`config.mk`:
```
export PLATFORM = sky130hd
export DESIGN_NAME = conv1_feeder
export DESIGN_NICKNAME = d
export VERILOG_FILES = /design/src/rtl/conv1_feeder.sv
export SDC_FILE = /design/constraint.sdc
export NUM_CORES = 1
export LEC_CHECK = 0
export CAP_MARGIN = 30
export CORE_UTILIZATION = 39
export DETAILED_ROUTE_END_ITERATION = 8
export PLACE_DENSITY_LB_ADDON = 0.15
export SETUP_SLACK_MARGIN = 0.1
export SYNTH_ARGS = -nofsm -noshare
export SYNTH_HDL_FRONTEND = slang
export SYNTH_SLANG_ARGS = --single-unit
```
`constraint.sdc`:
```
create_clock -name clk -period 2.3 [get_ports clk]
set_input_delay 0.46 -clock clk [delete_from_list [all_inputs] [get_ports clk]]
set_output_delay 0.46 -clock clk [all_outputs]
set_load 0.005 [all_outputs]
```
`src/rtl/conv1_feeder.sv`:
```
// conv1_feeder: loads the four kernel biases once per run, then streams overlapping
// sample windows plus matching packed weight words to conv layer 1, one window per conv_end.
module conv1_feeder #(
  parameter int KERNEL_SIZE = 32,
  parameter int STRIDE      = 8,
  parameter int SIG_LEN     = 512,
  parameter int N_WIN       = 61,
  parameter int N_CH        = 42,
  parameter int DATA_W      = 8,
  parameter int WEIGHT_W    = 8,
  parameter int BIAS_W      = 8,
  parameter int ADDR_W      = 15,
  parameter int GAP         = 2
) (
  input  logic                  clk,
  input  logic                  rst_n,
  input  logic                  start,
  input  logic                  conv_end,
  output logic [ADDR_W-1:0]     smp_addr,
  output logic                  smp_rd,
  input  logic [DATA_W-1:0]     smp_q,
  output logic [4:0]            w_addr,
  input  logic [4*WEIGHT_W-1:0] w_q,
  output logic [1:0]            b_addr,
  input  logic [BIAS_W-1:0]     b_q,
  output logic [DATA_W-1:0]     data_in,
  output logic                  valid,
  output logic [4*WEIGHT_W-1:0] c1_w,
  output logic                  c1_w_en,
  output logic [BIAS_W-1:0]     c1_b,
  output logic                  c1_b_en,
  output logic                  busy,
  output logic                  done,
  output logic [5:0]            win_idx,
  output logic [5:0]            ch_idx
);

  localparam int CNT_W = 5;
  localparam logic [CNT_W-1:0]  LAST_TAP  = CNT_W'(KERNEL_SIZE - 1);
  localparam logic [CNT_W-1:0]  LAST_BIAS = CNT_W'(3);
  localparam logic [CNT_W-1:0]  LAST_GAP  = CNT_W'(GAP - 1);
  localparam logic [5:0]        LAST_WIN  = 6'(N_WIN - 1);
  localparam logic [5:0]        LAST_CH   = 6'(N_CH - 1);
  localparam logic [ADDR_W-1:0] STRIDE_A  = ADDR_W'(STRIDE);
  localparam logic [ADDR_W-1:0] SIG_LEN_A = ADDR_W'(SIG_LEN);

  typedef enum logic [2:0] {IDLE, BIAS, STREAM, WAIT_END, GAP_S, DONE} state_t;

  state_t            state_q, state_d;
  logic [CNT_W-1:0]  cnt_q, cnt_d;
  logic [5:0]        win_q, win_d;
  logic [5:0]        ch_q, ch_d;
  logic [ADDR_W-1:0] base_q, base_d;
  logic [ADDR_W-1:0] ch_base_q, ch_base_d;
  logic              valid_q, valid_d;
  logic              b_en_q, b_en_d;

  always_ff @(posedge clk or negedge rst_n) begin
    if (!rst_n) begin
      state_q   <= IDLE;
      cnt_q     <= '0;
      win_q     <= '0;
      ch_q      <= '0;
      base_q    <= '0;
      ch_base_q <= '0;
      valid_q   <= 1'b0;
      b_en_q    <= 1'b0;
    end else begin
      state_q   <= state_d;
      cnt_q     <= cnt_d;
      win_q     <= win_d;
      ch_q      <= ch_d;
      base_q    <= base_d;
      ch_base_q <= ch_base_d;
      valid_q   <= valid_d;
      b_en_q    <= b_en_d;
    end
  end

  // cnt_q is shared: bias index in BIAS, tap index in STREAM, idle count in GAP_S
  always_comb begin
    state_d   = state_q;
    cnt_d     = cnt_q;
    win_d     = win_q;
    ch_d      = ch_q;
    base_d    = base_q;
    ch_base_d = ch_base_q;
    valid_d   = (state_q == STREAM);
    b_en_d    = (state_q == BIAS);
    case (state_q)
      IDLE: begin
        if (start) begin
          state_d   = BIAS;
          cnt_d     = '0;
          win_d     = '0;
          ch_d      = '0;
          base_d    = '0;
          ch_base_d = '0;
        end
      end
      BIAS: begin
        if (cnt_q == LAST_BIAS) begin
          state_d = STREAM;
          cnt_d   = '0;
        end else begin
          cnt_d = cnt_q + CNT_W'(1);
        end
      end
      STREAM: begin
        if (cnt_q == LAST_TAP) begin
          state_d = WAIT_END;
          cnt_d   = '0;
        end else begin
          cnt_d = cnt_q + CNT_W'(1);
        end
      end
      WAIT_END: begin
        if (conv_end) begin
          if (win_q < LAST_WIN) begin
            win_d   = win_q + 6'd1;
            base_d  = base_q + STRIDE_A;
            state_d = GAP_S;
          end else if (ch_q < LAST_CH) begin
            win_d     = '0;
            ch_d      = ch_q + 6'd1;
            ch_base_d = ch_base_q + SIG_LEN_A;
            base_d    = ch_base_q + SIG_LEN_A;
            state_d   = GAP_S;
          end else begin
            state_d = DONE;
          end
        end
      end
      GAP_S: begin
        if (cnt_q == LAST_GAP) begin
          state_d = STREAM;
          cnt_d   = '0;
        end else begin
          cnt_d = cnt_q + CNT_W'(1);
        end
      end
      DONE:    state_d = IDLE;
      default: state_d = IDLE;
    endcase
  end

  // Memory read data is already registered, so it is forwarded under the delayed qualifier
  always_comb begin
    smp_rd   = (state_q == STREAM);
    smp_addr = smp_rd ? (base_q + ADDR_W'(cnt_q)) : '0;
    w_addr   = smp_rd ? cnt_q : '0;
    b_addr   = (state_q == BIAS) ? cnt_q[1:0] : '0;
    valid    = valid_q;
    c1_w_en  = valid_q;
    data_in  = valid_q ? smp_q : '0;
    c1_w     = valid_q ? w_q : '0;
    c1_b_en  = b_en_q;
    c1_b     = b_en_q ? b_q : '0;
    busy     = (state_q == BIAS) || (state_q == STREAM) ||
               (state_q == WAIT_END) || (state_q == GAP_S);
    done     = (state_q == DONE);
    win_idx  = win_q;
    ch_idx   = ch_q;
  end

endmodule
```
### After elaboration in Yosys (flattened, before gate mapping)

Cells that the tools add are included.

| operators by class | value |
|---|---|
| shifts and indexed selects | 0 |
| $add $sub $neg | 6 |
| equal/unequal tests | 16 |
| reductions and logical operators | 10 |
| $lt $le $gt $ge | 2 |
| multipliers | 0 |
| bitwise gates (word level) | 0 |
| divide/modulo/power cells | 0 |
| muxes and demuxes | 36 |

Operators with widths:

| kind | number |
|---|---|
| 15-bit 2-to-1 mux | 7 |
| 15-bit case mux with 2 select lines | 2 |
| 6-bit 2-to-1 mux | 7 |
| 32-bit 2-to-1 mux | 1 |
| 5-bit 2-to-1 mux | 5 |
| 6-bit case mux with 2 select lines | 2 |
| 5-bit case mux with 4 select lines | 1 |
| 8-bit 2-to-1 mux | 2 |
| 15-bit by 10-bit adder with 15-bit output (second input constant) | 1 |
| 15-bit by 4-bit adder with 15-bit output (second input constant) | 1 |
| 15-bit by 5-bit adder with 15-bit output | 1 |
| 3-bit 2-to-1 mux | 5 |
| 3-bit case mux with 5 select lines | 1 |
| 6-bit by 1-bit adder with 6-bit output (second input constant) | 2 |
| 6-bit less-than comparator (second input constant) | 2 |
| 2-bit != test (second input constant) | 5 |
| 5-bit AND reduction | 2 |
| 3-bit by 2-bit == test with 1-bit output (second input constant) | 2 |
| 3-bit == test (second input constant) | 2 |
| 5-bit by 1-bit adder with 5-bit output (second input constant) | 1 |
| 5-bit by 1-bit == test with 1-bit output (second input constant) | 1 |
| 5-bit by 2-bit == test with 1-bit output (second input constant) | 1 |
| 5-bit == test (second input constant) | 1 |
| 2-bit by 1-bit != test with 1-bit output (second input constant) | 2 |
| 10 further kinds | 13 |

| word-level totals | value |
|---|---|
| memories | 0 |
| bits of input ports | 52 |
| ROM bits | 0 |
| latch bits | 0 |
| output and inout bits | 88 |
| memory bits (writable) | 0 |
| flip-flop bits (word level) | 52 |

### Logic depth before layout (Yosys ltp)

Gate-level depths: netlist of the first run.

| logic depth | value |
|---|---|
| depth in word-level cells | 5 |
| gate-level depth with buffers | 9 |

### Worst setup path before layout of the first run

No wires, ideal clock.

| timing | value |
|---|---|
| kind | register -> output |
| start | reg cnt_q[0] |
| end | out smp_addr[14] |
| buffers on the path | 0 |
| arrival | 2.062 ns |
| stages on the path, launching flop included | 9 |
| slack | -0.222 ns |
| path through | dfrtp_1 -> ha_1 -> inv_1 -> fa_1 -> nor2b_1 -> o31a_1 -> o2111ai_1 -> or3_1 -> a21oi_1 |

| between the ends | value |
|---|---|
| longest elaborated chain between the ends | 2 |

Ends and longest elaborated chain:

| item | line | source |
|---|---|---|
| from (decl) | 50 | `logic [CNT_W-1:0] cnt_q, cnt_d;` |
| from (signal assigned) | 70 | `cnt_q <= cnt_d;` |
| 15-bit by 5-bit adder with 15-bit output | 150 | `smp_addr = smp_rd ? (base_q + ADDR_W'(cnt_q)) : '0;` |
| 15-bit 2-to-1 mux | 150 |  |
| to (decl) | 19 | `output logic [ADDR_W-1:0] smp_addr,` |

No other way between the ends.

### Final worst setup path of the first run

| timing | value |
|---|---|
| start | reg base_q[1] |
| end | out smp_addr[14] |

| between the ends | value |
|---|---|
| longest elaborated chain between the ends | 2 |

Ends and longest elaborated chain:

| item | line | source |
|---|---|---|
| from (decl) | 53 | `logic [ADDR_W-1:0] base_q, base_d;` |
| from (signal assigned) | 73 | `base_q <= base_d;` |
| 15-bit by 5-bit adder with 15-bit output | 150 |  |
| 15-bit 2-to-1 mux | 150 |  |

No other way between the ends.

==> flow_metrics.tcl, run 1 <==
set metrics [dict create \
    fin_cells 673 \
    routed_wl_um 10000 \
    dr_total_vias 3522 \
    cp.required_ps 1840 \
    path_class "flip-flop to output pin" \
    r2r-end "cnt_q[4]$_DFFE_PN0P_" \
    post-route-util 0.677 \
    core.rowCount 32 \
    synth.net_count 451 \
    r2r_setup_slack_ps 230 \
    syn_to_final_growth_pct 67.3 \
    dp_hpwl_um 7560 \
    clock_latency_ps 290 \
    synth_area_leaders "dfrtp_1 33%, and2_1 10%, o21ai_0 5.7%" \
    htreeDepth 2 \
    path_clk_slew_ps 70 \
    fin_setup_tns_ps -4040 \
    async_reset_ff_frac 1.00 \
    synth_cell_type_count 55 \
    finalClockSkew_ps 4.54 \
    synthCells 385 \
    core_area_mm2 0.00777 \
    finalHoldViolCount 0 \
    cts_buffer_depth 2 \
    worstSetupEndpointType "output pin" \
    ys_ff_latch 41 \
    start_kind "flip-flop" \
    dieHeight_um 91.8 \
    grt_overflow 0 \
    grt_pass1_vias 3398 \
    io_buffer_count 139 \
    grt_use_total 0.232 \
    drive_above_1_share 0.210 \
    crit_fanout 3 \
    drtIter0Drc 139 \
    design.die.area_mm2 0.00842 \
    die_x_um 91.8 \
    drc 0 \
    grt_max_degree 43 \
    fin_crit_sh 1.22 \
    place.gp.congestion 0.823 \
    cap_violations 0 \
    dp_slack_ps -641 \
    synth_enable_flop_cells 0 \
    initial_utilization 0.404 \
    synth_ff_type "dfrtp_1" \
    p_leak_nw 2.28 \
    reg2regPathDepth 8 \
    period_minus_slack_ps 2820 \
    cts_sinks 41 \
    hold_slack_ps 171 \
    rsz0062_at_grt "true" \
    placed_cells 654 \
    antenna_found_initial 0 \
    violations "setup timing" \
    finalMaxSlewViolations 0 \
    worst_pin_slew_ps 609 \
    syn_avg_cell_area_um2 8.16 \
    dr.pass1.iters 4 \
    min_path_type "input pin to asynchronous set/reset pin" \
    final-setup-viol-count 12 \
    reg2reg_from "cnt_q[1]$_DFFE_PN0P_" \
    ys_seq_area_frac 0.327 \
    grt_first_pass_wirelength_um 15800 \
    yosys_warnings 0 \
    io_pins 140 \
    fmax_mhz 355 \
    fin_nets 636 \
    wire_per_inst_um 14.9 \
    yosysTopAreaCellShare 0.327 \
    vias_per_cell 5.23 \
    slew_headroom 0.594 \
    cts_made_buffers 5 \
    arrival_ps 2360 \
    root_buffer "clkbuf_8" \
    ir_drop_uv 398 \
    synth_area_mm2 0.00314 \
    p_per_area_mw_per_mm2 723 \
    tritoncts "done" \
    status "finished with violations" \
    yosys.area.top_type "dfrtp_1" \
    antennaDiodeCount 0 \
    fin_ws_ps -517 \
    drtAntennaViolNets 0 \
]
## layer usage
metal | global-route usage | vias to the layer above | part of all wire
li1 | - | 1731 | -
met1 | 0.275 | 1667 | 0.43
met5 | 0 | - | 0
met3 | 0.0456 | 15 | 0.055
met2 | 0.429 | 109 | 0.50
met4 | 0.0586 | 0 | 0.015
## sequential cells by signal (all words and copies together), names as in the netlist
register / cells
base_q: 13
ch_base_q: 6
ch_idx: 6
win_idx: 6
cnt_q: 5
state_q: 3
c1_b_en: 1
c1_w_en: 1
## Yosys cell counts (all sizes together) (3+ instances only)
| cell type | instances |
|---|---|
| and2 | 52 |
| dfrtp | 41 |
| o21ai | 40 |
| nor2 | 37 |
| nand2 | 32 |
| nand3 | 17 |
| a21oi | 14 |
| ha | 13 |
| clkbuf | 12 |
| and3 | 11 |
| inv | 11 |
| o31ai | 11 |
| xor2 | 10 |
| buf | 9 |
| nor3 | 8 |
| xnor2 | 6 |
| a211oi | 5 |
| a31oi | 5 |
| nor2b | 5 |
| a21o | 4 |
| nand4 | 4 |
| a22o | 3 |
| and4 | 3 |
| nand2b | 3 |
## cells in the final DEF (no fill, tap or decap), types with 4 or more instances in the layout
cell type / n
clkdlybuf4s50_1: 121
and2_1: 52
buf_4: 49
dfrtp_1: 41
nor2_1: 33
nand2_1: 31
o21ai_0: 31
nand3_1: 17
buf_2: 13
and3_1: 11
a21oi_1: 11
o31ai_1: 10
ha_1: 10
buf_6: 10
inv_1: 9
xor2_1: 9
xnor2_1: 6
nor3_1: 5
clkbuf_8: 5
nand4_1: 4
a21o_1: 4
a31oi_1: 4
o21ai_1: 4
## repair_timing
action / in CTS / in global routing
endpoints found under the setup margin: 19 / 20
hold buffers: 0 / 0
pin swaps: 23 / 15
resized for setup: 67 / 37
setup buffers: 6 / 5
endpoints found under the hold margin: 0 / 0
## final cells by class
type,instances,area (µm²)
clock buffer,8,80.1
inverter,11,41.3
timing repair buffer,199,1820
multi-input combinational,312,2160
tap,102,128
sequential,41,1030
fill,650,2510
## through the flow
| stage | power [mW] | area (µm²) |
|---|---|---|
| 2_1_floorplan | 2.08 | 3160 |
| 3_3_place_gp | 3.14 | 4940 |
| 3_5_place_dp | 3.19 | 4940 |
| 4_1_cts | 3.74 | 5130 |
| 5_1_grt | 4.09 | 5260 |
| 6_report | 3.80 | 5260 |
## worst max-delay path, cell delays in order (launching register included)
cell       delay (ps)
dfrtp_1           450
ha_4              170
inv_2              30
fa_2              360
nor2b_4           120
o31a_1            170
o2111ai_2         140
or3_1             340
a21oi_2           160
buf_2             130
## logic make-up (layout without fill, tap and decap cells)
group / after synthesis / count (layout) / synth area share
xor gates and xnor gates: 16 / 16 / 0.0446
AOI/OAI and AO/OA: 99 / 99 / 0.211
muxes: 1 / 1 / 0.00358
and+or+nand+nor: 182 / 182 / 0.311
buffers and inverters: 32 / 218 / 0.0454
DFF: 41 / 41 / 0.327
adders and majority gates: 14 / 14 / 0.0581
## worst max-delay path by stage
stage | from | to | depth (start not counted)
floorplan | cnt_q[0]$_DFFE_PN0P_ | smp_addr[14] | 8
global placement | base_q[1]$_DFFE_PN0P_ | smp_addr[14] | 9
detailed placement | base_q[1]$_DFFE_PN0P_ | smp_addr[14] | 9
CTS | base_q[1]$_DFFE_PN0P_ | smp_addr[14] | 9
global route | base_q[1]$_DFFE_PN0P_ | smp_addr[14] | 9
finish | base_q[1]$_DFFE_PN0P_ | smp_addr[14] | 9
## power by group
part | switching (mW) | internal (mW) | total, mW
Combinational | 1.15 | 1.26 | 2.41
Sequential | 0.101 | 0.826 | 0.928
Clock | 0.241 | 0.216 | 0.457
(Power assumes the default switching activity.)
==> run 2, diff against run 1 <==
--- a/config.mk
+++ b/config.mk
@@ -6,8 +6,9 @@
 export NUM_CORES = 1
 export LEC_CHECK = 0
 export CAP_MARGIN = 30
-export CORE_UTILIZATION = 39
+export CORE_UTILIZATION = 51
 export DETAILED_ROUTE_END_ITERATION = 8
+export DONT_BUFFER_PORTS = 1
 export PLACE_DENSITY_LB_ADDON = 0.15
 export SETUP_SLACK_MARGIN = 0.1
 export SYNTH_ARGS = -nofsm -noshare
==> flow_metrics.tcl, run 2 (synthesis gave the netlist of run 1 again) <==
set metrics [dict create \
    final_common_cell "and2_1" \
    worst_pin_slew_ps 722 \
    most-common-layout-cells "52 x and2_1, 41 x dfrtp_1, 36 x nor2_1" \
    fin_nets 473 \
    clkPwrFrac 0.191 \
    use_met3 0.0534 \
    htreeDepth 2 \
    routed_wl_um 8700 \
    crit_chain "ha_2 > inv_2 > fa_2 > nor2b_2 > o31a_1 > o2111ai_2 > or3_1 > a21oi_2" \
    period_minus_slack_ps 2730 \
    grt_pass1_vias 2621 \
    arrival_ps 2270 \
    p_leak_nw 1.60 \
    min_path_type "input pin to asynchronous set/reset pin" \
    vias_per_cell 5.99 \
    path_delay_family "simple AND/OR/NAND/NOR gates" \
    busiest_layer "met2" \
    ir_drop_uv 489 \
    dpl_cell_area_mm2 0.00337 \
    drtAntennaViolNets 0 \
    seqPwrFrac 0.317 \
    dp_hpwl_um 6450 \
    cap_violations 0 \
    finalClockSkew_ps 7.55 \
    multi_input_area_mm2 0.00212 \
    critical-path-slowest-cell "or3_1" \
    grt_max_degree 42 \
    final-setup-viol-count 11 \
    finalMaxSlewViolations 0 \
    drtIter0Drc 209 \
    fin_ws_ps -427 \
    worstSetupEndpointType "output pin" \
    cts_sinks 41 \
    antenna_found_initial 0 \
    violations "setup timing" \
    antennaDiodeCount 0 \
    grt_use_total 0.265 \
    fin_crit_sh 1.19 \
    slew_headroom 0.518 \
    design.die.area_mm2 0.00648 \
    grtUsageMet1 0.333 \
    combPwrFrac 0.492 \
    dr.pass1.iters 4 \
    wire_per_inst_um 18.0 \
    grt_first_pass_wirelength_um 13000 \
    rsz0062_at_grt "true" \
    cts_made_buffers 5 \
    globalRouteMet2Util 0.445 \
    fmax_mhz 367 \
    drc 0 \
    io_buffer_count 0 \
    reg2reg_from "cnt_q[1]$_DFFE_PN0P_" \
    p_per_area_mw_per_mm2 874 \
    dr_total_vias 2891 \
    cp.required_ps 1840 \
    fin_cells 483 \
    ff_latch_area_mm2 0.00103 \
    crit_fanout 3 \
    startpoint "base_q[1]$_DFFE_PN0P_" \
    power.internal_mw 1.85 \
    clock_latency_ps 290 \
    status "finished with violations" \
    tritoncts "done" \
    path_clk_slew_ps 90 \
    drive_above_1_share 0.189 \
    critPathMaxStageDelay_ps 420 \
    cts_buffer_depth 2 \
    stdcell_area_mm2 0.00369 \
    root_buffer "clkbuf_8" \
    path_class "flip-flop to output pin" \
    top_register "base_q" \
    place.gp.congestion 0.874 \
    placed_cells 468 \
    fillers 536 \
    switching_share 0.428 \
    post-route-util 0.624 \
    grt_overflow 0 \
    crit_buf_inv 1 \
    hold_slack_ps 0.731 \
    initial_utilization 0.531 \
    start_kind "flip-flop" \
    finalHoldViolCount 0 \
    io_pins 140 \
    syn_to_final_growth_pct 17.5 \
    dieHeight_um 80.5 \
    power.switching_mw 1.38 \
    core_area_mm2 0.00592 \
    largest_register_ffs 13 \
    core.rowCount 28 \
    die_x_um 80.5 \
]
run 2: cell count changes in the layout (fill, tap and decap cells not counted), moves of 2 or more:
cell / change
clkdlybuf4s50_1: -121
buf_4: -17
buf_2: -13
buf_6: -7
nor2_1: +3
clkbuf_1: -2
clkbuf_2: -2
dlymetal6s2s_1: -2
nor2_2: -2
o21ai_0: -2
run 2: final cells by class:
class | count | share of cell area
inverter | 11 | 0.0112
sequential | 41 | 0.278
multi-input combinational | 312 | 0.574
tap | 75 | 0.0254
clock buffer | 7 | 0.0234
clock inverter | 1 | 0.00813
timing repair buffer | 36 | 0.0796
run 2: worst reg2reg max path: stages, from the launching register on:
cell	delay [ps]
dfrtp_1	430
inv_1	120
buf_4	140
ha_1	160
or4b_2	630
a21oi_2	160
nor2_1	50
a21o_1	140
a22o_1	180
run 2: what timing repair did:
action,CTS,global route
endpoints found under the hold margin,41,0
pin swaps,14,12
setup buffers,4,4
resized for setup,17,16
setup endpoints to repair,17,20
hold buffers,1,0
run 2: power by group through the flow:
stage                     Sequential, mW  Clock (mW)  Combinational [mW]
after floorplan                    0.973           0                1.11
after global placement              1.02           0                1.43
after detailed placement            1.03           0                1.44
after CTS                           1.02       0.625                1.50
after global routing                1.05       0.656                1.77
final                               1.02       0.616                1.59
run 2: layer usage:
metal | vias up | routed length [µm]
li1 | 1407 | -
met3 | 10 | 420
met5 | - | 0
met1 | 1385 | 3800
met2 | 89 | 4380
met4 | 0 | 99
run 2: final timing paths:
kind                            depth (start not counted)                         to  slack, ps
min in group clk                                        2     state_q[2]$_DFFE_PN0P_        280
worst max register to register                          8       cnt_q[4]$_DFFE_PN0P_        170
max in group asynchronous                               1     win_idx[1]$_DFFE_PN0P_       2080
worst max-delay path                                    8               smp_addr[14]       -430
worst min register to register                          1  ch_base_q[13]$_DFFE_PN0P_        530
worst min-delay path                                    1          c1_b_en$_DFF_PN0_        0.7
run 2: metrics by stage:
stage / setup TNS (ps) / total power, mW / setup WS (ps)
final: -3010 / 3.23 / -427
after global routing: -4100 / 3.48 / -533
after CTS: -1690 / 3.15 / -404
after detailed placement: -177 / 2.48 / -130
after global placement: -101 / 2.45 / -93.4
after floorplan: -185 / 2.08 / -185
==> run 3, diff against run 2 <==
--- a/config.mk
+++ b/config.mk
@@ -14,3 +14,4 @@
 export SYNTH_ARGS = -nofsm -noshare
 export SYNTH_HDL_FRONTEND = slang
 export SYNTH_SLANG_ARGS = --single-unit
+export TNS_END_PERCENT = 10
==> flow_metrics.tcl, run 3 (synthesis gave the netlist of run 1 again) <==
set metrics [dict create \
    cp.required_ps 1840 \
    arrival_ps 2200 \
    worstSetupEndpointType "output pin" \
    core_area_mm2 0.00592 \
    fin_nets 470 \
    finalMaxSlewViolations 0 \
    post-route-util 0.606 \
    antenna_found_initial 0 \
    fin_cells 480 \
    violations "setup timing" \
    fmax_mhz 376 \
    status "finished with violations" \
    finalClockSkew_ps 10.0 \
    cts_buffer_depth 2 \
    crit_chain "ha_2 > inv_2 > fa_2 > nor2b_2 > o31a_1 > o2111ai_2 > or3_1 > a21oi_2" \
    drc 0 \
    wire_per_inst_um 18.3 \
    grt_first_pass_wirelength_um 13200 \
    crit_fanout 4 \
    placed_cells 467 \
    grt_pass1_vias 2634 \
    cap_violations 0 \
    cts_made_buffers 5 \
    min_path_type "input pin to asynchronous set/reset pin" \
    dp_hpwl_um 6700 \
    grt_max_degree 43 \
    critical-path-slowest-cell "dfrtp_1" \
    finalHoldViolCount 0 \
    drive_above_1_share 0.168 \
    slew_headroom 0.473 \
    fin_crit_sh 1.16 \
    vias_per_cell 6.07 \
    most-common-layout-cells "52 x and2_1, 38 x dfrtp_1, 37 x nor2_1" \
    dpl_cell_area_mm2 0.00336 \
    period_minus_slack_ps 2660 \
    worst_pin_slew_ps 790 \
    fin_ws_ps -361 \
    crit_buf_inv 1 \
    top_register "base_q" \
    place.gp.congestion 0.836 \
    dr.pass1.iters 4 \
    largest_register_ffs 13 \
    p_leak_nw 1.56 \
    final-setup-viol-count 11 \
    clock_latency_ps 290 \
    die_x_um 80.5 \
    io_pins 140 \
    design.die.area_mm2 0.00648 \
    dieHeight_um 80.5 \
    grt_use_total 0.268 \
    critPathMaxStageDelay_ps 390 \
    drtAntennaViolNets 0 \
    path_class "flip-flop to output pin" \
    routed_wl_um 8770 \
    syn_to_final_growth_pct 14.3 \
    p_per_area_mw_per_mm2 846 \
    grt_overflow 0 \
    path_clk_slew_ps 80 \
    drtIter0Drc 237 \
    start_kind "flip-flop" \
    htreeDepth 2 \
    root_buffer "clkbuf_8" \
    final_common_cell "and2_1" \
    path_delay_family "adder cells" \
    initial_utilization 0.531 \
    io_buffer_count 0 \
    tritoncts "done" \
    dr_total_vias 2914 \
    cts_sinks 41 \
    core.rowCount 28 \
    ir_drop_uv 460 \
    rsz0062_at_grt "true" \
    stdcell_area_mm2 0.00359 \
    fin_setup_tns_ps -2360 \
]
run 3: cell types whose count changed in the layout (fill, tap and decap cells not counted), sizes merged:
cell    change
buf         -3
bufinv      -1
diode       +1
run 3: area by class of cell:
cell class / count / area (µm²)
tap: 75 / 93.8
fill: 561 / 2330
clock buffer: 7 / 86.3
timing repair buffer: 33 / 260
sequential: 41 / 1030
multi-input combinational: 312 / 2080
inverter: 11 / 41.3
antenna: 1 / 2.50
run 3: metal layers:
| layer | track usage | wire length, µm | vias up | part of all wire |
|---|---|---|---|---|
| met2 | 0.440 | 4300 | 116 | 0.49 |
| li1 | - | - | 1403 | - |
| met4 | 0.0643 | 89 | 0 | 0.010 |
| met3 | 0.0580 | 650 | 8 | 0.074 |
| met5 | 0 | 0 | - | 0 |
| met1 | 0.358 | 3730 | 1387 | 0.42 |
run 3: final timing paths:
| path | start | endpoint | slack [ps] | cells after the start |
|---|---|---|---|---|
| worst max-delay path | base_q[1]$_DFFE_PN0P_ | smp_addr[14] | -360 | 8 |
| worst min-delay path | rst_n | win_idx[4]$_DFFE_PN0P_ | 5 | 1 |
| worst max register to register | cnt_q[1]$_DFFE_PN0P_ | cnt_q[4]$_DFFE_PN0P_ | 180 | 8 |
| worst min register to register | ch_base_q[14]$_DFFE_PN0P_ | ch_base_q[14]$_DFFE_PN0P_ | 510 | 1 |
| max in group asynchronous | rst_n | state_q[1]$_DFFE_PN0P_ | 2060 | 1 |
| min in group clk | conv_end | state_q[2]$_DFFE_PN0P_ | 270 | 2 |
run 3: metrics by stage:
stage	hold slack [ps]	setup slack [ps]	total power, mW
5_1_grt	15.9	-494	3.30
2_1_floorplan	164	-188	2.08
4_1_cts	7.86	-405	3.01
6_report	4.82	-361	3.04
3_3_place_gp	165	-98.9	2.44
3_5_place_dp	165	-147	2.47
run 3: power by group:
group          switching, mW  internal (mW)  leakage, nW  total [mW]
sequential             0.240          0.829        0.558        1.07
combinational          0.853          0.638        0.962        1.49
clock                  0.238          0.238       0.0443       0.476
run 3: repair_timing:
item / CTS / global route
hold buffers: 1 / 0
buffers inserted: 2 / 2
resized for setup: 13 / 9
hold endpoints to repair: 41 / 0
endpoints found under the setup margin: 13 / 22
pin swaps: 8 / 5
run 3: worst register-to-register path, stage by stage, from the launching register on:
cell     delay, ps
dfrtp_1        420
inv_1          130
buf_4          140
ha_1           150
or4b_2         610
a21oi_1        170
nor2_1          50
a21o_1         160
a22o_1         170
